==> src/rtl/digiota_decimator.sv <==
`default_nettype none
// ===========================================================================
// digiota_decimator : synchronizes the comparator bit and counts ones over
// 2^WIN_LOG2-cycle windows into a 1-deep valid/ready result register.
// Optional majority glitch filter: define DECIM_GLITCH_FILTER_EN.
// Revision: 1.0
// ===========================================================================
module digiota_decimator #(
   parameter int WIN_LOG2 = 6,
   parameter int OUT_W    = WIN_LOG2 + 1
) (
   input  logic             clk,
   input  logic             rst,
   input  logic             cmp_in,
   input  logic             enable,
   output logic [OUT_W-1:0] sample_data,
   output logic             sample_valid,
   input  logic             sample_ready,
   output logic             overrun,
   input  logic             clear_ovr,
   output logic             busy
);

   localparam logic [0:0]          ST_IDLE  = 1'b0;
   localparam logic [0:0]          ST_RUN   = 1'b1;
   localparam logic [WIN_LOG2-1:0] CYC_LAST = '1;
   localparam logic [WIN_LOG2-1:0] CYC_ONE  = WIN_LOG2'(1);

   logic                s1_q, s2_q;
   logic                bit_w;
   logic [0:0]          state_q, state_d;
   logic [WIN_LOG2-1:0] cyc_q, cyc_d;
   logic [OUT_W-1:0]    acc_q, acc_d;
   logic [OUT_W-1:0]    data_q, data_d;
   logic                valid_q, valid_d;
   logic                ovr_q, ovr_d;
   logic                win_end_w, pop_w, load_w, drop_w;
   logic [OUT_W-1:0]    result_w;

   always_ff @(posedge clk) begin
      if (rst) begin
         s1_q <= 1'b0;
         s2_q <= 1'b0;
      end else begin
         s1_q <= cmp_in;
         s2_q <= s1_q;
      end
   end

`ifdef DECIM_GLITCH_FILTER_EN
   logic h1_q, h2_q;

   always_ff @(posedge clk) begin
      if (rst) begin
         h1_q <= 1'b0;
         h2_q <= 1'b0;
      end else begin
         h1_q <= s2_q;
         h2_q <= h1_q;
      end
   end

   // Majority of the last three synchronized samples rejects 1-cycle glitches
   assign bit_w = (s2_q & h1_q) | (s2_q & h2_q) | (h1_q & h2_q);
`else
   assign bit_w = s2_q;
`endif

   // FSM: state register
   always_ff @(posedge clk) begin
      if (rst) begin
         state_q <= ST_IDLE;
      end else begin
         state_q <= state_d;
      end
   end

   // FSM: next state
   always_comb begin
      state_d = state_q;
      case (state_q)
         ST_IDLE: if (enable)  state_d = ST_RUN;
         ST_RUN:  if (!enable) state_d = ST_IDLE;
         default: state_d = ST_IDLE;
      endcase
   end

   // FSM: outputs
   always_comb begin
      busy = (state_q == ST_RUN);
   end

   assign win_end_w = (state_q == ST_RUN) && enable && (cyc_q == CYC_LAST);
   assign result_w  = acc_q + {{(OUT_W-1){1'b0}}, bit_w};
   assign pop_w     = valid_q && sample_ready;
   assign load_w    = win_end_w && (!valid_q || pop_w);
   assign drop_w    = win_end_w && valid_q && !sample_ready;

   // Counters are zero whenever not actively running, so a partial window
   // is discarded and every entry into RUN starts a fresh window.
   always_comb begin
      cyc_d = '0;
      acc_d = '0;
      if ((state_q == ST_RUN) && enable && !win_end_w) begin
         cyc_d = cyc_q + CYC_ONE;
         acc_d = result_w;
      end
   end

   always_comb begin
      data_d  = data_q;
      valid_d = valid_q;
      ovr_d   = ovr_q;
      if (load_w) begin
         data_d  = result_w;
         valid_d = 1'b1;
      end else if (pop_w) begin
         valid_d = 1'b0;
      end
      if (drop_w) begin
         ovr_d = 1'b1;
      end else if (clear_ovr) begin
         ovr_d = 1'b0;
      end
   end

   always_ff @(posedge clk) begin
      if (rst) begin
         cyc_q   <= '0;
         acc_q   <= '0;
         data_q  <= '0;
         valid_q <= 1'b0;
         ovr_q   <= 1'b0;
      end else begin
         cyc_q   <= cyc_d;
         acc_q   <= acc_d;
         data_q  <= data_d;
         valid_q <= valid_d;
         ovr_q   <= ovr_d;
      end
   end

   assign sample_data  = data_q;
   assign sample_valid = valid_q;
   assign overrun      = ovr_q;

endmodule
`default_nettype wire

==> config.mk <==
export PLATFORM = sky130hd
export DESIGN_NAME = digiota_decimator
export DESIGN_NICKNAME = d
export VERILOG_FILES = /design/src/rtl/digiota_decimator.sv
export SDC_FILE = /design/constraint.sdc
export NUM_CORES = 1
export LEC_CHECK = 0
export ABC_AREA = 1
export ABC_CLOCK_PERIOD_IN_PS = 1300
export CORE_UTILIZATION = 48
export CTS_CLUSTER_DIAMETER = 150
export CTS_CLUSTER_SIZE = 20
export DETAILED_ROUTE_END_ITERATION = 8
export DONT_BUFFER_PORTS = 1
export HOLD_SLACK_MARGIN = 0.03
export PLACE_DENSITY = 0.76
export SKIP_CTS_REPAIR_TIMING = 1
export SYNTH_ARGS = -nofsm -noshare
export SYNTH_HDL_FRONTEND = slang
export SYNTH_SLANG_ARGS = --single-unit
==> constraint.sdc <==
create_clock -name clk -period 1.3 [get_ports clk]
set_input_delay 0.13 -clock clk [delete_from_list [all_inputs] [get_ports clk]]
set_output_delay 0.13 -clock clk [all_outputs]
set_load 0.02 [all_outputs]
* After elaboration in Yosys (flattened, before gate mapping)
Cells that the tools add are included.
Storage, ports and cells: bits in registers 25, bits in latches 0, bits in writable memories 0, bits in read-only memories 0, logic and storage cells 31, memories 0
Operators by class: add/sub/neg operators 2, multipliers 0, divide/modulo/power cells 0, order comparisons 0, equality and inequality tests 1, shift-type cells 0, multiplexer cells 5, bitwise gates (word level) 1, reductions and logical operators 14
Operator list (number):
- adder 7 x 1 -> 7 bit | 1
- logical AND 1 bit | 7
- adder 6 x 1 -> 6 bit, second input constant | 1
- == test 6 bit, second input constant | 1
- two-way mux 1 bit | 5
- nonzero test 2 bit | 2
- logical NOT 1 bit | 3
- OR reduction 2 bit | 1
- logical OR 1 bit | 1
- NOT 1 bit | 1

* Logic depth before layout (Yosys ltp)
depth in word-level cells 6, depth in mapped cells 8, mapped depth without buffers 8

* Least setup slack after synthesis
Ideal clock, no wire load.
kind reg-to-reg, start point register s2_q, in the netlist bit_w, end point register data_q[6], in the netlist sample_data[6], library setup time 0.113 ns, arrival 1.098 ns, slack 0.090 ns, stages on the path, launching flop included 8, cell sequence dfxtp_1 > ha_1 > ha_1 > nand3_1 > o21bai_1 > nand2_1 > nor2_1 > nor2_1
On the way: longest elaborated chain between the ends 1
Ends and longest elaborated chain:
- start: declaration | RTL line 29 | logic s1_q, s2_q;
- start signal: assignment | RTL line 46 | s2_q <= s1_q;
- adder 7 x 1 -> 7 bit | RTL line 94 | assign result_w = acc_q + {{(OUT_W-1){1'b0}}, bit_w};
- end signal: assignment | RTL line 137 | data_q <= data_d;
- end: declaration | RTL line 34 | logic [OUT_W-1:0] data_q, data_d;
Every way passes these cells. A chain may end at the register's enable or synchronous reset.

* Final worst setup path
Ends and elaborated chain as after synthesis.

==> impl_metrics.env <==
export IMPL_status="completed"
export IMPL_power_internal_mw=0.9097
export IMPL_power_leakage_nw=0.6036
export IMPL_vias_per_cell=4.791
export IMPL_ios=16
export IMPL_wl_met3_um=69
export IMPL_fill_cells=161
export IMPL_avgSynthCellArea_sq_um=7.624
export IMPL_antenna_found_initial=0
export IMPL_dp_hpwl_um=1403
export IMPL_final_nets=165
export IMPL_holdWs_ns=0.02881
export IMPL_clock_path_buffers=2
export IMPL_grt_pass1_wl_um=3229
export IMPL_ys_types=20
export IMPL_r2r_start="bit_w"
export IMPL_clockPowerShare=0.296
export IMPL_cap_violations=0
export IMPL_vdd_drop_max_mv=1.223
export IMPL_worst_pin_slew_ns=0.2521
export IMPL_synth_seq_cells=25
export IMPL_cts_max_level=1
export IMPL_wirelength_um=2331
export IMPL_die_h_um=48.99
export IMPL_top_layer="met4"
export IMPL_max_freq_ghz=0.7875
export IMPL_grt_util_all_layers=0.1739
export IMPL_setup_viol=0
export IMPL_grt_pass1_vias=814
export IMPL_root_buffer="clkbuf_4"
export IMPL_wire_per_inst_um=12.81
export IMPL_rr_worst_depth=7
export IMPL_required_ns=1.52
export IMPL_fp_dieArea_sq_um=2400
export IMPL_insertedDiodeCount=0
export IMPL_drt_drc_violations_left=0
export IMPL_final_layout_size_suffix_gt1_frac=0.2452
export IMPL_syn_to_final_growth_pct=23.26
export IMPL_layout_min_cycle_time_ns=1.270
export IMPL_row_count=16
export IMPL_timing_rr_end="sample_data[6]"
export IMPL_grt_overflow_total=0
export IMPL_fin_crit_sh=0.9768
export IMPL_crit_arrival_ns=1.49
export IMPL_critPathKind="flip-flop to flip-flop"
export IMPL_seqPwrFrac=0.667
export IMPL_path_clk_slew_ns=0.13
export IMPL_yosysWarningCount=0
export IMPL_dr_pass1_iters=4
export IMPL_maxSlewViolCount=0
export IMPL_r2r_setup_slack_ns=0.03
export IMPL_hp_start="rst"
export IMPL_critPathCaptureType="flip-flop"
export IMPL_postRouteAntennaNets=0
export IMPL_synth_area_sq_um=1060
export IMPL_cts_buffers=3
export IMPL_comb_power_share=0.037
export IMPL_numClockSinks=25
export IMPL_drtIter0Drc=28
export IMPL_dr_wl_met2_um=1188
export IMPL_core_sq_um=2022
export IMPL_relSlewSlack=0.8307
export IMPL_portBuffers=0
export IMPL_synth_seq_area_share=0.4723
export IMPL_startpoint_type="flip-flop"
export IMPL_min_path_cells=3
export IMPL_gp_congestion=0.8053
export IMPL_cp_max_fo=3
export IMPL_fin_util=0.6460
export IMPL_sw_frac_of_total=0.2183
export IMPL_start_util=0.5241
export IMPL_netSwitchingPower_mw=0.2541
export IMPL_hold_viol=0
export IMPL_synth_cells=139
export IMPL_fp_dieW_um=48.99
export IMPL_worstHoldPathType="primary input to flip-flop"
export IMPL_clkLatencyLatePin_ns=0.31
export IMPL_cts_tree="done"
export IMPL_p_per_area_nw_per_um2=890.9
export IMPL_whs_endpoint="sample_data[0]"
export IMPL_met1_length_um=993
export IMPL_vias=872
export IMPL_grt_max_degree=16
export IMPL_synth_nets=148
export IMPL_clock_skew_ns=0.001845
[layout make-up]
class | instances | area, sq um | area share
inverters | 26 | 100.1 | 0.07663
repair buffers | 13 | 107.6 | 0.08238
flip-flops and latches | 25 | 506.7 | 0.3879
well taps | 27 | 33.78 | 0.02586
multi-input cells | 87 | 531.8 | 0.4071
clock buffers | 4 | 26.28 | 0.02011
[state kept, by name, indices dropped and copies added, names as in the netlist]
signal	cells
cyc_q	6
acc_q	7
sample_data	7
sample_valid	1
overrun	1
busy	1
bit_w	1
s1_q	1
[power groups by stage]
stage / combinational (mW) / clock [mW] / sequential [mW]
after CTS: 0.0242 / 0.342 / 0.774
after global routing: 0.0479 / 0.374 / 0.777
final: 0.0435 / 0.345 / 0.776
after detailed placement: 0.0241 / 0 / 0.791
after floorplan: 0.0162 / 0 / 0.793
after global placement: 0.0234 / 0 / 0.791
[logic make-up after synthesis]
logic type | after synthesis | synth area share
AO/OA/AOI/OAI | 6 | 0.03305
XOR/XNOR | 5 | 0.04132
adder cells (fa/ha/maj) | 3 | 0.03542
buffers and inverters | 28 | 0.1098
flip-flops | 25 | 0.4723
AND/OR/NAND/NOR | 72 | 0.3082
[Yosys cell counts, drive strengths merged]
master  number  area, sq um
o21bai       2        15.01
ha           3        37.54
nor3         2        15.01
a21oi        4        20.02
nand4        1        21.27
and3         2        12.51
nand2       27        108.9
dfxtp       25        500.5
inv         26        97.60
nand3        6        30.03
nand3b       1        7.510
buf          2        18.77
xor2         4        35.03
nor2        33        131.4
xnor2        1        8.760
[placed cells by master (no fill, tap or decap), drive strengths merged]
cell / instances
inv: 26
clkbuf: 4
nand3: 6
buf: 9
xnor2: 1
ha: 3
nor2: 33
nor3: 2
nand3b: 1
a21oi: 4
o21bai: 2
and3: 2
xor2: 4
dlygate4sd3: 4
dfxtp: 25
nand2: 27
nand4: 2
[metal layers]
layer,GRT usage,vias to the layer above
li1,-,450
met1,0.1969,391
met2,0.3171,23
met3,0.03115,8
met4,0.07353,0
met5,0,-
[worst max-delay path: stages (launching register included)]
cell and delay, ns:
dfxtp_2 0.37, ha_4 0.15, ha_4 0.14, nand3_2 0.09, o21bai_1 0.21, nand2_1 0.07, nor2_1 0.11, nor2_1 0.06
[worst max path at each step]
stage,slack (ns),from,to,cells after the start
global route,-0.08,bit_w,sample_data[6],7
global placement,-0.08,cyc_q[0],cyc_q[5],6
CTS,-0.13,cyc_q[0],acc_q[6],6
floorplan,0.09,bit_w,sample_data[6],7
finish,0.03,bit_w,sample_data[6],7
detailed placement,-0.1,cyc_q[0],acc_q[6],6
[through the flow]
stage	setup slack [ns]	cells	power [mW]	setup TNS, ns	instance area [sq um]
after floorplan	0.08955	139	0.8090	0	1060
final	0.03018	182	1.164	0	1306
after detailed placement	-0.09926	169	0.8153	-0.8229	1112
after global routing	-0.07659	182	1.198	-0.1288	1306
after CTS	-0.1275	173	1.140	-1.071	1139
after global placement	-0.08041	169	0.8143	-0.4657	1112
Note: power is estimated with default switching activity, not from simulation.
